File: src/rtl/fizzbuzz_sequencer.sv
// ---------------------------------------------------------------------------
// fizzbuzz_sequencer
//   Walks n = 1..MAX_N and streams each FizzBuzz line as 7-bit ASCII, one
//   character per send strobe, to a serial transmitter. Every line ends in
//   CR LF. The number is kept in BCD and divisibility is tracked with
//   wrapping mod-3 / mod-5 counters, so no dividers are needed.
//
// Ports
//   clk_i     system clock, rising edge
//   rst_i     asynchronous active-high reset
//   start_i   one-cycle run request, honoured only when idle or done
//   busy_i    serial transmitter busy; a character is handed off only when low
//   char_o    ASCII character, valid while send_o is high
//   send_o    one-cycle strobe handing char_o to the transmitter
//   active_o  high from start acceptance until the last LF is handed off
//   done_o    high after the final line until the next start or reset
// ---------------------------------------------------------------------------
module fizzbuzz_sequencer #(
    parameter int MAX_N  = 100,
    parameter int DIGITS = 3
) (
    input  logic       clk_i,
    input  logic       rst_i,
    input  logic       start_i,
    input  logic       busy_i,
    output logic [6:0] char_o,
    output logic       send_o,
    output logic       active_o,
    output logic       done_o
);

    localparam int NW = 4 * DIGITS;
    // Index/length width: longest line is "FizzBuzz" CR LF (10) or DIGITS+2.
    localparam int IW = 4;

    typedef enum logic [2:0] {
        S_IDLE, S_LOAD, S_EMIT, S_GUARD, S_DRAIN, S_NEXT, S_DONE
    } state_e;

    typedef enum logic [1:0] {
        L_NUM, L_FIZZ, L_BUZZ, L_FB
    } line_e;

    // Constant-only conversion of the last number to BCD for the end test.
    function automatic logic [NW-1:0] to_bcd(input int value);
        logic [NW-1:0] bcd;
        int            v;
        bcd = '0;
        v   = value;
        for (int i = 0; i < DIGITS; i++) begin
            bcd[i*4 +: 4] = 4'(v % 10);
            v             = v / 10;
        end
        return bcd;
    endfunction

    // Number of significant BCD digits (n is never zero, so at least one).
    function automatic logic [IW-1:0] sig_digits(input logic [NW-1:0] bcd);
        logic [IW-1:0] cnt;
        cnt = 4'd1;
        for (int i = 0; i < DIGITS; i++) begin
            if (bcd[i*4 +: 4] != 4'd0) begin
                cnt = IW'(i + 1);
            end else begin
                cnt = cnt;
            end
        end
        return cnt;
    endfunction

    // Text glyphs; "FizzBuzz" is "Fizz" for idx 0..3 and "Buzz" for 4..7.
    function automatic logic [6:0] text_glyph(input line_e kind, input logic [2:0] idx);
        logic       buzz_half;
        logic [6:0] g;
        buzz_half = (kind == L_BUZZ) || ((kind == L_FB) && idx[2]);
        case (idx[1:0])
            2'd0:    g = buzz_half ? 7'h42 : 7'h46;  // 'B' / 'F'
            2'd1:    g = buzz_half ? 7'h75 : 7'h69;  // 'u' / 'i'
            default: g = 7'h7A;                      // 'z'
        endcase
        return g;
    endfunction

    localparam logic [NW-1:0] MAX_BCD = to_bcd(MAX_N);
    localparam logic [NW-1:0] BCD_ONE = NW'(1);

    state_e        state_q;
    line_e         kind_q;
    logic [NW-1:0] n_q;
    logic [NW-1:0] n_d;
    logic [1:0]    mod3_q;
    logic [1:0]    mod3_d;
    logic [2:0]    mod5_q;
    logic [2:0]    mod5_d;
    logic [IW-1:0] idx_q;
    logic [IW-1:0] len_q;
    logic [6:0]    char_q;
    logic [6:0]    char_d;
    logic          send_q;
    logic          active_q;
    logic          done_q;

    logic          carry_s;
    logic [IW-1:0] digit_pos_s;
    logic [3:0]    digit_s;

    // BCD increment with ripple carry across digits, and wrapping mod counters.
    always_comb begin
        n_d     = n_q;
        carry_s = 1'b1;
        for (int i = 0; i < DIGITS; i++) begin
            if (carry_s) begin
                if (n_q[i*4 +: 4] == 4'd9) begin
                    n_d[i*4 +: 4] = 4'd0;
                    carry_s       = 1'b1;
                end else begin
                    n_d[i*4 +: 4] = n_q[i*4 +: 4] + 4'd1;
                    carry_s       = 1'b0;
                end
            end else begin
                n_d[i*4 +: 4] = n_q[i*4 +: 4];
            end
        end
        mod3_d = (mod3_q == 2'd2) ? 2'd0 : (mod3_q + 2'd1);
        mod5_d = (mod5_q == 3'd4) ? 3'd0 : (mod5_q + 3'd1);
    end

    // Glyph for the current index: body characters, then CR, then LF.
    // Digits go out most significant first, so idx 0 maps to position len-3.
    always_comb begin
        digit_pos_s = len_q - 4'd3 - idx_q;
        digit_s     = 4'd0;
        for (int i = 0; i < DIGITS; i++) begin
            if (IW'(i) == digit_pos_s) begin
                digit_s = n_q[i*4 +: 4];
            end else begin
                digit_s = digit_s;
            end
        end
        if (idx_q == (len_q - 4'd2)) begin
            char_d = 7'h0D;
        end else if (idx_q == (len_q - 4'd1)) begin
            char_d = 7'h0A;
        end else if (kind_q == L_NUM) begin
            char_d = 7'h30 + {3'b000, digit_s};
        end else begin
            char_d = text_glyph(kind_q, idx_q[2:0]);
        end
    end

    // Sequencer FSM with registered outputs.
    always_ff @(posedge clk_i or posedge rst_i) begin
        if (rst_i) begin
            state_q  <= S_IDLE;
            kind_q   <= L_NUM;
            n_q      <= BCD_ONE;
            mod3_q   <= 2'd1;
            mod5_q   <= 3'd1;
            idx_q    <= 4'd0;
            len_q    <= 4'd0;
            char_q   <= 7'h00;
            send_q   <= 1'b0;
            active_q <= 1'b0;
            done_q   <= 1'b0;
        end else begin
            send_q <= 1'b0;
            case (state_q)
                S_IDLE, S_DONE: begin
                    if (start_i) begin
                        done_q   <= 1'b0;
                        active_q <= 1'b1;
                        n_q      <= BCD_ONE;
                        mod3_q   <= 2'd1;
                        mod5_q   <= 3'd1;
                        state_q  <= S_LOAD;
                    end
                end
                S_LOAD: begin
                    idx_q   <= 4'd0;
                    state_q <= S_EMIT;
                    if ((mod3_q == 2'd0) && (mod5_q == 3'd0)) begin
                        kind_q <= L_FB;
                        len_q  <= 4'd10;
                    end else if (mod3_q == 2'd0) begin
                        kind_q <= L_FIZZ;
                        len_q  <= 4'd6;
                    end else if (mod5_q == 3'd0) begin
                        kind_q <= L_BUZZ;
                        len_q  <= 4'd6;
                    end else begin
                        kind_q <= L_NUM;
                        len_q  <= sig_digits(n_q) + 4'd2;
                    end
                end
                S_EMIT: begin
                    if (!busy_i) begin
                        send_q  <= 1'b1;
                        char_q  <= char_d;
                        state_q <= S_GUARD;
                    end
                end
                // The transmitter may not have raised busy yet; skip one cycle.
                S_GUARD: begin
                    state_q <= S_DRAIN;
                end
                S_DRAIN: begin
                    if (!busy_i) begin
                        if (idx_q == (len_q - 4'd1)) begin
                            state_q <= S_NEXT;
                        end else begin
                            idx_q   <= idx_q + 4'd1;
                            state_q <= S_EMIT;
                        end
                    end
                end
                S_NEXT: begin
                    if (n_q == MAX_BCD) begin
                        active_q <= 1'b0;
                        done_q   <= 1'b1;
                        state_q  <= S_DONE;
                    end else begin
                        n_q     <= n_d;
                        mod3_q  <= mod3_d;
                        mod5_q  <= mod5_d;
                        state_q <= S_LOAD;
                    end
                end
                default: begin
                    state_q <= S_IDLE;
                end
            endcase
        end
    end

    assign char_o   = char_q;
    assign send_o   = send_q;
    assign active_o = active_q;
    assign done_o   = done_q;

endmodule

File: config.mk
export PLATFORM = sky130hd
export DESIGN_NAME = fizzbuzz_sequencer
export DESIGN_NICKNAME = d
export VERILOG_FILES = /design/src/rtl/fizzbuzz_sequencer.sv
export SDC_FILE = /design/constraint.sdc
export NUM_CORES = 1
export LEC_CHECK = 0
export BUFFER_PORTS_ARGS = -buffer_cell sky130_fd_sc_hd__buf_4
export CAP_MARGIN = 25
export CORE_MARGIN = 5
export CORE_UTILIZATION = 52
export DETAILED_ROUTE_END_ITERATION = 12
export GPL_TIMING_DRIVEN = 0
export PLACE_DENSITY = 0.81
export SETUP_SLACK_MARGIN = 0.4
export SLEW_MARGIN = 20
export SYNTH_ARGS = -nofsm -noshare
export SYNTH_HDL_FRONTEND = slang
export SYNTH_SLANG_ARGS = --single-unit
File: constraint.sdc
create_clock -name clk_i -period 5.79 [get_ports clk_i]
set_input_delay 1.158 -clock clk_i [delete_from_list [all_inputs] [get_ports clk_i]]
set_output_delay 1.158 -clock clk_i [all_outputs]
set_load 0.02 [all_outputs]
# Word level (Yosys, flattened, before mapping)
# Index checks and enable logic that the tools add are counted.
# classes
add_sub_neg	12
n_eq_ne	27
n_reduce_logical	21
n_bitwise	1
mux	56
# ops
cell	count
$mux 4	18
$mux 12	2
$mux 3	8
$pmux 12 s2	1
$mux 7	3
$pmux 3 s6	1
$add 4x1->4 const B	4
$ne 2x2->1 const B	8
$mux 2	7
$eq 12x9->1 const B	1
$eq 3x3->1 const B	4
$eq 4x4->1 const B	3
$pmux 6 s2	1
$reduce_and 3->1	4
$mux 1	9
$eq 4x4->1	2
$pmux 4 s2	1
$reduce_and 4->1	2
$reduce_bool 4->1	2
$sub 4x2->4 const B	2
$add 6x4->7 const A	1
$eq 2x2->1 const B	3
$eq 3x2->1 const B	2
$logic_not 2->1	3
other kinds (21)	25
# word_totals
reg_bits	40

# Depth between registers and ports, before layout
# logic_depth
depth_word	11
mapped_depth	11
mapped_depth_nobuf	11

# Worst setup path after synthesis
# No wires, ideal clock.
# synth_timing
path_type	register -> register
start	register idx_q[1]
end	register char_q[2] (netlist: char_o[2])
setup_time_ps	77
path_slack_ps	3346
arrival_time_ps	2366
path_stages_with_launch	11
n_path_buf	0
required_time_ps	5713
cell_sequence	dfrtp_1 > ha_1 > inv_1 > ha_1 > inv_1 > fa_1 > xnor2_1 > xnor2_1 > a31oi_1 > or3b_2 > a21oi_1
# synth_via
elab_chain_len	9
word_cells_on_any_way	16
# synth_lines
element	line_no	rtl
from (decl)	95	logic [IW-1:0] idx_q;
from (signal assigned)	211	idx_q <= idx_q + 4'd1;
$sub 4x4->4	131	digit_pos_s = len_q - 4'd3 - idx_q;
$logic_not 4->1	134	if (IW'(i) == digit_pos_s) begin
$mux 4 (3 in a row)	134	
$add 6x4->7	145	char_d = 7'h30 + {3'b000, digit_s};
$mux 7	144	end else if (kind_q == L_NUM) begin
$mux 7	142	end else if (idx_q == (len_q - 4'd1)) begin
$mux 7 *	140	if (idx_q == (len_q - 4'd2)) begin
to (signal assigned)	198	char_q <= char_d;
to (decl)	97	logic [6:0] char_q;
# Mark *: on every way between the ends. The rest lies on a longest branch, timed or not.
# A chain may end at the register's enable or synchronous reset.

# Final worst setup path
# Ends and elaborated chain as after synthesis.

==> results.cfg <==
[logic_synthesis]
ys_ff_latch = 40
ys_seq_area_share_pct = 38.9
synth_top_area_share_pct = 35.9
yosysTopAreaCell = dfrtp_1
syn_area_um2 = 2580
syn_avg_cell_area_um2 = 9.00
synthArstFlopShare_pct = 100
synthCells = 287
synthFlopType = dfrtp_1
synth_nets = 314
yosysWarnings = 0
synth_area_leaders = dfrtp_1 36%, ha_1 11%, o21ai_0 6.4%, nand2_1 5.1%, mux2i_1 3.9%
ys_types = 51
synth_edf_count = 0

[setup_path]
critPathMaxStageDelay_ns = 0.47
worstPathRequired_ns = 6.02
crit_slowest_cell = dfrtp_1
worst-endpoint-arrival_ns = 2.91
critPathKind = flip-flop to flip-flop
crit_path_end_kind = flip-flop
start_kind = flip-flop
crit_chain = ha_1 -> inv_1 -> ha_1 -> inv_1 -> fa_1 -> xnor2_1 -> xnor2_1 -> a31oi_1 -> or3b_2 -> a21oi_1
cp_max_fo = 6

[clocking]
cts-root-buf = clkbuf_8
cts_buffer_depth = 2
htreeDepth = 2
cts_setup_buffers = 0
cts_hold_buffers = 0
cts_tree = done
cts_made_buffers = 5
clk_latency_ns = 0.30
cts.sinks = 40
cts-resized-gates = 0
clk_pin_slew_ns = 0.08

[global_route]
overflow = 0
grt_usage_pct = 17.7
grt_max_degree = 23
grt_pass1_wl_um = 8870
grt_pass1_vias = 1932
antenna_found_initial = 0

[placed_design]
port_buffers = 13
placedInstanceArea_um2 = 2790
place_inst = 368
hpwl_um = 4030
gp_congestion = 0.852
dpl_worst_slack_ns = 3.14

[sta]
setup_violations = 0
finalCriticalPeriod_ns = 2.68
slew_viol_final = 0
rsz0062_at_grt = no
clock_skew_ns = 0.00691
max_freq_mhz = 374
tns_ns = 0
finalCritPeriodShare_pct = 46.2
tightest_slew_ns = 0.826
relSlewSlack_pct = 44.3
whs_ns = 0.493
timing_hold_violations_final = 0
finalWorstSetupSlack_ns = 3.11

[worst_hold_path]
hold_class = flip-flop to flip-flop

[routing]
routed_via_density = 5.66
wl_per_cell_um = 14.1
num_vias = 2129
dr.pass1.iters = 4
finalWirelength_um = 5310
first_iter_violations = 131
antenna_left = 0
drc = 0

[power_and_ir_drop]
ir_worst_vdd_mv = 0.222
p_int_uw = 831
p_total_mw = 1.50
switching_power_uw = 674
p_per_area_nw_per_um2 = 519
power_frac_comb_pct = 54.7
netSwitchingFraction_pct = 44.8
seq_power_share_pct = 30.3
p_leak_nw = 1.28
power_frac_clock_pct = 15.0

[final_layout]
final_cells = 376
area_growth_pct = 12.3
fin_area_um2 = 2900
nFillCells = 413
diodes = 0
fin_nets = 335
drive_gt1_share_pct = 12.6
fin_util_pct = 60.6

[floorplan]
io-pin-count = 14
dieArea_um2 = 6480
coreArea_um2 = 4790
initial_core_util_pct = 54.0
dieWidth_um = 80.5
die_y_um = 80.5
rows = 25

[run]
max_cap_violations = 0

[status]
status = finished clean
[power groups by stage]
stage	clock network, mW	logic (mW)	registers (mW)
after floorplan	0	0.589	0.479
after global placement	0	0.791	0.455
after detailed placement	0	0.818	0.460
after CTS	0.232	0.821	0.455
after global routing	0.244	0.917	0.472
final	0.226	0.823	0.456
[path summary, 6_finish.rpt]
kind,start,to,slack (ns),depth (start not counted)
worst max-delay path,idx_q[1]$_DFFE_PP0P_,char_o[2]$_DFFE_PP0P_,3.11,10
min in group asynchronous,rst_i,state_q[2]$_DFFE_PP0P_,0.86,2
worst min-delay path,char_o[1]$_DFFE_PP0P_,char_o[1]$_DFFE_PP0P_,0.49,2
worst max register to register,idx_q[1]$_DFFE_PP0P_,char_o[2]$_DFFE_PP0P_,3.11,10
worst min register to register,char_o[1]$_DFFE_PP0P_,char_o[1]$_DFFE_PP0P_,0.49,2
max in group asynchronous,rst_i,len_q[2]$_DFFE_PP0N_,4.46,3
[registers in the layout (all words and copies together) (netlist names)]
| register | cells |
|---|---|
| len_q | 4 |
| state_q | 3 |
| active_o | 1 |
| done_o | 1 |
| idx_q | 4 |
| n_q | 12 |
| send_o | 1 |
| mod5_q | 3 |
| kind_q | 2 |
| char_o | 7 |
| mod3_q | 2 |
[worst max-delay path: cells and delay by family (launching register included)]
kind | cells | cell delay, ns
buf+inv | 2 | 0.13
compound gates | 2 | 0.28
flops | 1 | 0.47
xor+xnor | 2 | 0.44
fa+ha+maj | 3 | 0.85
simple gates | 1 | 0.45
[logic make-up after synthesis]
| family | Yosys count | synth area share (%) |
|---|---|---|
| compound gates | 77 | 18.2 |
| fa+ha+maj | 23 | 11.4 |
| simple gates | 95 | 18.8 |
| flops | 40 | 38.9 |
| buf+inv | 31 | 4.75 |
| mux | 11 | 4.31 |
| xor+xnor | 10 | 3.68 |
[area by class of cell]
cell class | instances | area [um^2] | area share (%)
sequential | 40 | 1000 | 34.7
buffer | 9 | 40.0 | 1.38
clock buffer | 6 | 72.6 | 2.50
timing repair buffer | 14 | 125 | 4.32
clock inverter | 2 | 35.0 | 1.21
inverter | 22 | 82.6 | 2.85
tap | 67 | 83.8 | 2.89
multi-input combinational | 216 | 1460 | 50.2
[cell usage after synthesis, drive strengths merged, types with 2 or more instances]
cell / count
xor2: 2
ha: 22
nand2: 35
a22oi: 4
xnor2: 8
o22ai: 6
mux2i: 10
nor3: 3
nor2b: 7
a22o: 3
clkbuf: 5
or3: 4
buf: 4
a31oi: 3
a21o: 2
a21oi: 13
or3b: 2
inv: 22
o21ai: 34
nand4: 3
dfstp: 3
nand3: 10
nand2b: 7
a211oi: 2
o31ai: 2
nor2: 16
dfrtp: 37
o21a: 2
[layout by cell type, fill, tap and decap left out, drive strengths merged, types with 2 or more instances in the layout]
| cell | n |
|---|---|
| xor2 | 2 |
| o31ai | 2 |
| a21oi | 13 |
| a211oi | 2 |
| dfrtp | 37 |
| nand2 | 35 |
| nor2b | 7 |
| nor3 | 3 |
| inv | 22 |
| xnor2 | 8 |
| nand3 | 10 |
| o22ai | 6 |
| ha | 22 |
| o21ai | 34 |
| nand4 | 3 |
| mux2i | 10 |
| a22o | 3 |
| buf | 18 |
| or3b | 2 |
| a22oi | 4 |
| o21a | 2 |
| dfstp | 3 |
| or3 | 4 |
| clkbuf | 11 |
| a21o | 2 |
| nand2b | 7 |
| a31oi | 3 |
| nor2 | 16 |
[routing by layer]
layer	up-vias	wire length (um)	track usage, %
met2	65	2470	27.8
met3	11	302	3.59
met1	1014	2430	23.9
met4	0	104	6.93
met5	-	0	0
li1	1039	-	-
No activity file was read; power rests on OpenSTA's default activity.
